### src/rtl/fcw_sweep_if.sv
// AXI-Stream phase channel between the sweep generator and the DDS compiler phase input.
// Carries valid/ready handshake and the accumulated phase word.
interface fcw_sweep_if #(
    parameter int unsigned PHASE_W = 32
);
    logic               tvalid;
    logic               tready;
    logic [PHASE_W-1:0] tdata;

    modport master (
        output tvalid,
        output tdata,
        input  tready
    );

    modport slave (
        input  tvalid,
        input  tdata,
        output tready
    );
endinterface

### src/rtl/fcw_sweep_gen.sv
// Stepped frequency-sweep generator (single, sawtooth, triangle) with phase accumulation.
// Streams phase beats to a DDS compiler; fcw_out is the FCW sideband of the current beat.
module fcw_sweep_gen #(
    parameter int unsigned FCW_W   = 32,
    parameter int unsigned PHASE_W = 32,
    parameter int unsigned DWELL_W = 16
) (
    input  logic               clk,
    input  logic               rst_n,
    input  logic               start,
    input  logic               abort,
    input  logic [1:0]         cfg_mode,
    input  logic [FCW_W-1:0]   cfg_fcw_start,
    input  logic [FCW_W-1:0]   cfg_fcw_stop,
    input  logic [FCW_W-1:0]   cfg_fcw_step,
    input  logic [DWELL_W-1:0] cfg_dwell,
    input  logic [PHASE_W-1:0] cfg_phase_init,
    fcw_sweep_if.master        m_axis_phase,
    output logic [FCW_W-1:0]   fcw_out,
    output logic               busy,
    output logic               sweep_done,
    output logic               period_pulse
);

    typedef enum logic [1:0] {
        StIdle,
        StRunUp,
        StRunDown
    } state_e;

    localparam logic [1:0] ModeSaw = 2'd1;
    localparam logic [1:0] ModeTri = 2'd2;

    state_e             state_q, state_d;
    logic [PHASE_W-1:0] tdata_q, tdata_d;
    logic [FCW_W-1:0]   fcw_q, fcw_d;
    logic [DWELL_W-1:0] dwell_cnt_q, dwell_cnt_d;
    logic               sweep_done_q, sweep_done_d;
    logic               period_pulse_q, period_pulse_d;

    logic [1:0]         mode_q, mode_d;
    logic [FCW_W-1:0]   start_q, start_d;
    logic [FCW_W-1:0]   stop_q, stop_d;
    logic [FCW_W-1:0]   step_q, step_d;
    logic [DWELL_W-1:0] dwell_q, dwell_d;

    logic               running;
    logic               beat;
    logic               dwell_last;
    logic [FCW_W:0]     up_sum;
    logic [FCW_W-1:0]   up_next;
    logic [FCW_W-1:0]   down_gap;
    logic [FCW_W-1:0]   down_next;

    assign running    = (state_q != StIdle);
    assign beat       = running & m_axis_phase.tready;
    assign dwell_last = (dwell_cnt_q == dwell_q - DWELL_W'(1));

    // Up step in FCW_W+1 bits so a large step cannot wrap past stop.
    assign up_sum  = {1'b0, fcw_q} + {1'b0, step_q};
    assign up_next = (up_sum > {1'b0, stop_q}) ? stop_q : up_sum[FCW_W-1:0];

    // fcw_q >= start_q holds in every run state, so the gap never borrows.
    assign down_gap  = fcw_q - start_q;
    assign down_next = (step_q > down_gap) ? start_q : (fcw_q - step_q);

    always_ff @(posedge clk or negedge rst_n) begin
        if (!rst_n) begin
            state_q        <= StIdle;
            tdata_q        <= '0;
            fcw_q          <= '0;
            dwell_cnt_q    <= '0;
            sweep_done_q   <= 1'b0;
            period_pulse_q <= 1'b0;
            mode_q         <= '0;
            start_q        <= '0;
            stop_q         <= '0;
            step_q         <= '0;
            dwell_q        <= '0;
        end else begin
            state_q        <= state_d;
            tdata_q        <= tdata_d;
            fcw_q          <= fcw_d;
            dwell_cnt_q    <= dwell_cnt_d;
            sweep_done_q   <= sweep_done_d;
            period_pulse_q <= period_pulse_d;
            mode_q         <= mode_d;
            start_q        <= start_d;
            stop_q         <= stop_d;
            step_q         <= step_d;
            dwell_q        <= dwell_d;
        end
    end

    always_comb begin
        state_d        = state_q;
        tdata_d        = tdata_q;
        fcw_d          = fcw_q;
        dwell_cnt_d    = dwell_cnt_q;
        sweep_done_d   = 1'b0;
        period_pulse_d = 1'b0;
        mode_d         = mode_q;
        start_d        = start_q;
        stop_d         = stop_q;
        step_d         = step_q;
        dwell_d        = dwell_q;

        unique case (state_q)
            StIdle: begin
                if (start && !abort) begin
                    mode_d      = cfg_mode;
                    start_d     = cfg_fcw_start;
                    stop_d      = (cfg_fcw_start > cfg_fcw_stop) ? cfg_fcw_start : cfg_fcw_stop;
                    step_d      = cfg_fcw_step;
                    dwell_d     = (cfg_dwell == '0) ? DWELL_W'(1) : cfg_dwell;
                    state_d     = StRunUp;
                    tdata_d     = cfg_phase_init;
                    fcw_d       = cfg_fcw_start;
                    dwell_cnt_d = '0;
                end
            end

            StRunUp: begin
                if (abort) begin
                    state_d     = StIdle;
                    dwell_cnt_d = '0;
                end else if (beat) begin
                    tdata_d = tdata_q + PHASE_W'(fcw_q);
                    if (!dwell_last) begin
                        dwell_cnt_d = dwell_cnt_q + DWELL_W'(1);
                    end else begin
                        dwell_cnt_d = '0;
                        if (fcw_q != stop_q) begin
                            fcw_d = up_next;
                        end else if (mode_q == ModeSaw) begin
                            fcw_d          = start_q;
                            period_pulse_d = 1'b1;
                        end else if (mode_q == ModeTri) begin
                            // A degenerate triangle has no down leg; every dwell is a period.
                            if (start_q == stop_q) begin
                                fcw_d          = start_q;
                                period_pulse_d = 1'b1;
                            end else begin
                                state_d = StRunDown;
                                fcw_d   = down_next;
                            end
                        end else begin
                            state_d      = StIdle;
                            sweep_done_d = 1'b1;
                        end
                    end
                end
            end

            StRunDown: begin
                if (abort) begin
                    state_d     = StIdle;
                    dwell_cnt_d = '0;
                end else if (beat) begin
                    tdata_d = tdata_q + PHASE_W'(fcw_q);
                    if (!dwell_last) begin
                        dwell_cnt_d = dwell_cnt_q + DWELL_W'(1);
                    end else begin
                        dwell_cnt_d = '0;
                        if (fcw_q != start_q) begin
                            fcw_d = down_next;
                        end else begin
                            state_d        = StRunUp;
                            fcw_d          = up_next;
                            period_pulse_d = 1'b1;
                        end
                    end
                end
            end

            default: begin
                state_d = StIdle;
            end
        endcase
    end

    assign m_axis_phase.tvalid = running;
    assign m_axis_phase.tdata  = tdata_q;
    assign fcw_out             = fcw_q;
    assign busy                = running;
    assign sweep_done          = sweep_done_q;
    assign period_pulse        = period_pulse_q;

    // A stalled beat must not change until the consumer takes it.
    hold_under_backpressure: assert property (
        @(posedge clk) disable iff (!rst_n)
        (m_axis_phase.tvalid && !m_axis_phase.tready && !abort)
            |=> (m_axis_phase.tvalid && $stable(m_axis_phase.tdata) && $stable(fcw_out))
    );

    done_only_when_idle: assert property (
        @(posedge clk) disable iff (!rst_n)
        sweep_done |-> !busy
    );

endmodule

### src/flat_wrapper.sv
// flat-port wrapper written by rule: the top's interface ports become plain ports
module fcw_sweep_gen_flat 
#(
    parameter int unsigned FCW_W   = 32,
    parameter int unsigned PHASE_W = 32,
    parameter int unsigned DWELL_W = 16
)
  (clk, rst_n, start, abort, cfg_mode, cfg_fcw_start, cfg_fcw_stop, cfg_fcw_step, cfg_dwell, cfg_phase_init, fcw_out, busy, sweep_done, period_pulse, m_axis_phase_tvalid, m_axis_phase_tdata, m_axis_phase_tready);
  fcw_sweep_if #(.PHASE_W(PHASE_W)) m_axis_phase_i ();
  input  logic clk;
  input  logic rst_n;
  input  logic start;
  input  logic abort;
  input  logic [1:0] cfg_mode;
  input  logic [FCW_W-1:0] cfg_fcw_start;
  input  logic [FCW_W-1:0] cfg_fcw_stop;
  input  logic [FCW_W-1:0] cfg_fcw_step;
  input  logic [DWELL_W-1:0] cfg_dwell;
  input  logic [PHASE_W-1:0] cfg_phase_init;
  output logic [FCW_W-1:0] fcw_out;
  output logic busy;
  output logic sweep_done;
  output logic period_pulse;
  output wire logic [$bits(m_axis_phase_i.tvalid)-1:0] m_axis_phase_tvalid;
  output wire logic [$bits(m_axis_phase_i.tdata)-1:0] m_axis_phase_tdata;
  input wire logic [$bits(m_axis_phase_i.tready)-1:0] m_axis_phase_tready;
  assign m_axis_phase_tvalid = m_axis_phase_i.tvalid;
  assign m_axis_phase_tdata = m_axis_phase_i.tdata;
  assign m_axis_phase_i.tready = m_axis_phase_tready;
  fcw_sweep_gen #(.FCW_W(FCW_W), .PHASE_W(PHASE_W), .DWELL_W(DWELL_W)) u_core (.clk(clk), .rst_n(rst_n), .start(start), .abort(abort), .cfg_mode(cfg_mode), .cfg_fcw_start(cfg_fcw_start), .cfg_fcw_stop(cfg_fcw_stop), .cfg_fcw_step(cfg_fcw_step), .cfg_dwell(cfg_dwell), .cfg_phase_init(cfg_phase_init), .m_axis_phase(m_axis_phase_i), .fcw_out(fcw_out), .busy(busy), .sweep_done(sweep_done), .period_pulse(period_pulse));
endmodule
### config.mk
export PLATFORM = sky130hd
export DESIGN_NAME = fcw_sweep_gen_flat
export DESIGN_NICKNAME = d
export VERILOG_FILES = /design/src/rtl/fcw_sweep_if.sv /design/src/rtl/fcw_sweep_gen.sv /design/src/flat_wrapper.sv
export SDC_FILE = /design/constraint.sdc
export NUM_CORES = 1
export LEC_CHECK = 0
export CORE_AREA = 2 2 203 205
export DETAILED_ROUTE_END_ITERATION = 12
export DIE_AREA = 0 0 205 207
export PLACE_DENSITY = 0.71
export SLEW_MARGIN = 30
export SYNTH_ARGS = -nofsm -noshare
export SYNTH_HDL_FRONTEND = slang
export SYNTH_SLANG_ARGS = --single-unit
### constraint.sdc
create_clock -name clk -period 9.25 [get_ports clk]
set_input_delay 1.85 -clock clk [delete_from_list [all_inputs] [get_ports clk]]
set_output_delay 1.85 -clock clk [all_outputs]
set_load 0.05 [all_outputs]
==> results.py <==
metrics = {
    "timing": {
        "hold_violations": 0,
        "worst_pin_slew_ns": 0.948,
        "max_clock_freq_mhz": 135,
        "relSlewSlack_pct": 36.7,
        "hold_slack_ns": 0.526,
        "drv_slew": 0,
        "fin_crit_ns": 7.42,
        "fin_crit_sh_pct": 80.2,
        "rsz0062_at_grt": "no",
        "skew_ns": 0.0195,
        "setup_viol": 0,
        "fin_setup_tns_ns": 0,
    },
    "yosys": {
        "async_flop_share_pct": 100,
        "yosys_warnings": 0,
        "synth-seq-cells": 198,
        "synth_flop_cell": "dfrtp_1",
        "ys_seq_area_share_pct": 25.0,
        "synth_edf_count": 0,
        "synth.largest_area_cell": "dfrtp_1",
        "synth_area_leaders": "dfrtp_1 25%, ha_1 14%, xnor2_1 7.2%, a21oi_1 5.3%, mux2_2 4.9%",
        "synth_top_area_share_pct": 25.0,
        "synth.most_common_cell": "ha_1",
        "synth_common_cells": "229 x ha_1, 210 x a21oi_1, 210 x nor2_1",
        "yosys.cell_types.count": 77,
        "synth_area_sq_um": 19800,
        "netlist_instances": 2407,
        "avgSynthCellArea_sq_um": 8.24,
        "synth_fp_nets": 2791,
    },
    "critical_path": {
        "cpMostUsedCell": "and3_1",
        "endpoint_kind": "flip-flop",
        "arrival_ns": 7.87,
        "critical-path-slowest-cell": "o21ai_1",
        "criticalPathCategory": "reg2reg",
        "cp.required_ns": 9.71,
        "critPathLaunchType": "flip-flop",
        "slowest_delay_ns": 0.88,
        "path_delay_family": "compound AO/OA/AOI/OAI gates",
        "path_max_fanout": 19,
        "path_buf_inv": 3,
        "critical_path_cell_count": 27,
        "r2r_cells": 27,
    },
    "global_routing": {
        "grt_usage_pct": 33.7,
        "grt_start_max_net_pins": 104,
        "overflow": 0,
        "grt_pass1_vias": 18500,
        "grt_pass1_wl_um": 108000,
        "antenna_found_initial": 0,
    },
    "cts": {
        "cts_tree": "yes",
        "holdBufCountCts": 0,
        "cts.reportedPaths.clkPinSlew_ns": 0.08,
        "htreeDepth": 4,
        "cts_root_buffer": "clkbuf_16",
        "clock_path_buffers": 2,
        "cts_setup_buffers": 0,
        "cts_resized": 0,
        "clock_sinks": 198,
        "cts_buffers": 17,
        "clk_latency_ns": 0.52,
    },
    "final_layout": {
        "fin_util_pct": 57.2,
        "num_antenna_cells": 0,
        "fin_nets": 2951,
        "drive_above_1_share_pct": 6.40,
        "area_growth_pct": 16.3,
    },
    "routing": {
        "dr.pass1.iters": 7,
        "wirelength_um": 71700,
        "vias": 19000,
        "drt_iter0_markers": 1666,
        "antenna_left": 0,
        "vias_per_cell": 6.12,
        "wl_per_cell_um": 23.0,
        "drc": 0,
    },
    "job": {
        "cap_viol_max_count": 0,
    },
    "worst_hold_path": {
        "hp-class": "reg2reg",
        "min_path_cells": 2,
    },
    "run_status": {
        "status": "completed",
    },
    "die": {
        "design.core.area_sq_um": 40400,
        "die-area_sq_um": 42400,
        "die_x_um": 205,
        "die_y_um": 207,
        "pin_count": 219,
        "start_util_pct": 49.2,
        "fp-row-count": 74,
    },
    "placement": {
        "portBuffers": 218,
        "post-dp-hpwl_um": 58100,
        "place.gp.congestion": 1.04,
    },
}
==> stage by stage <==
step / instance area, sq um / setup WS, ns / std cells
6_report: 23100 / 1.83 / 3112
3_5_place_dp: 22500 / 2.06 / 3080
5_1_grt: 23100 / 1.45 / 3112
4_1_cts: 23100 / 1.97 / 3112
2_1_floorplan: 19800 / 3.52 / 2407
3_3_place_gp: 22500 / 2.25 / 3080
==> routing by layer <==
metal | part of all wire, % | GRT usage (%)
met1 | 46 | 47.2
met3 | 7.3 | 6.14
met4 | 4.0 | 14.2
met5 | 0 | 0
met2 | 43 | 50.9
==> worst register-to-register path: stages (launching register included) <==
cell and delay [ns]:
dfrtp_1 0.48, inv_1 0.13, ha_1 0.24, inv_1 0.08, fa_1 0.21, a21o_1 0.13
a21oi_1 0.09, o21bai_1 0.13, a21oi_1 0.12, o21a_1 0.22, o311ai_0 0.81, nand2_1 0.30
o21ai_0 0.28, or2_2 0.14, a21boi_0 0.09, xor2_1 0.18, ha_1 0.31, and3_1 0.16
and3_1 0.21, nand4_1 0.13, and3_1 0.23, a22oi_1 0.36, nand2_1 0.67, o21ai_1 0.89
buf_4 0.30, a222oi_1 0.10, a211oi_1 0.28, a21o_1 0.11
==> registers in the layout, indices dropped and copies added (netlist names) <==
name and count:
u_core.step_q 32, u_core.dwell_cnt_q 16, u_core.mode_q 2, u_core.state_q 2, u_core.dwell_q 16, u_core.sweep_done 1, u_core.period_pulse 1, u_core.start_q 32
u_core.m_axis_phase.tdata 32, u_core.fcw_out 32, u_core.stop_q 32
==> worst paths after layout <==
kind / from / slack [ns] / to
worst max register to register: u_core.fcw_out[0] / 1.83 / u_core.fcw_out[15]
worst min register to register: u_core.m_axis_phase.tdata[16] / 0.53 / u_core.m_axis_phase.tdata[16]
min in group asynchronous: rst_n / 1.41 / u_core.m_axis_phase.tdata[0]
max in group asynchronous: rst_n / 6.53 / u_core.stop_q[14]
worst max-delay path: u_core.fcw_out[0] / 1.83 / u_core.fcw_out[15]
worst min-delay path: u_core.m_axis_phase.tdata[16] / 0.53 / u_core.m_axis_phase.tdata[16]
==> layout make-up <==
cell class / count / area [sq um]
fillers: 3810 / 17300
flip-flops and latches: 198 / 4950
inverters: 201 / 754
well taps: 532 / 666
clock inverters: 15 / 169
clock buffers: 17 / 425
multi-input cells: 1914 / 13800
repair buffers: 235 / 2320
==> logic make-up after synthesis <==
| logic type | synth area share, % |
|---|---|
| simple gates | 15.9 |
| compound gates | 21.2 |
| buf+inv | 5.76 |
| fa+ha+maj | 14.8 |
| xor+xnor | 8.83 |
| flops | 25.0 |
| mux | 8.41 |
==> cells in the final DEF (no fill, tap or decap), types with 35 or more instances in the layout <==
cell,n
a21o_1,54
a21oi_1,208
clkdlybuf4s50_1,217
dfrtp_1,198
ha_1,228
inv_1,201
mux2_2,86
mux2i_1,70
nand2_1,169
nand3_1,41
nand4_1,49
nor2_1,210
nor3_1,35
o21ai_0,151
xnor2_1,164
xor2_1,36
Power is not shown: default switching activity piles up to over one toggle a cycle in this logic, so the estimate is an artifact.
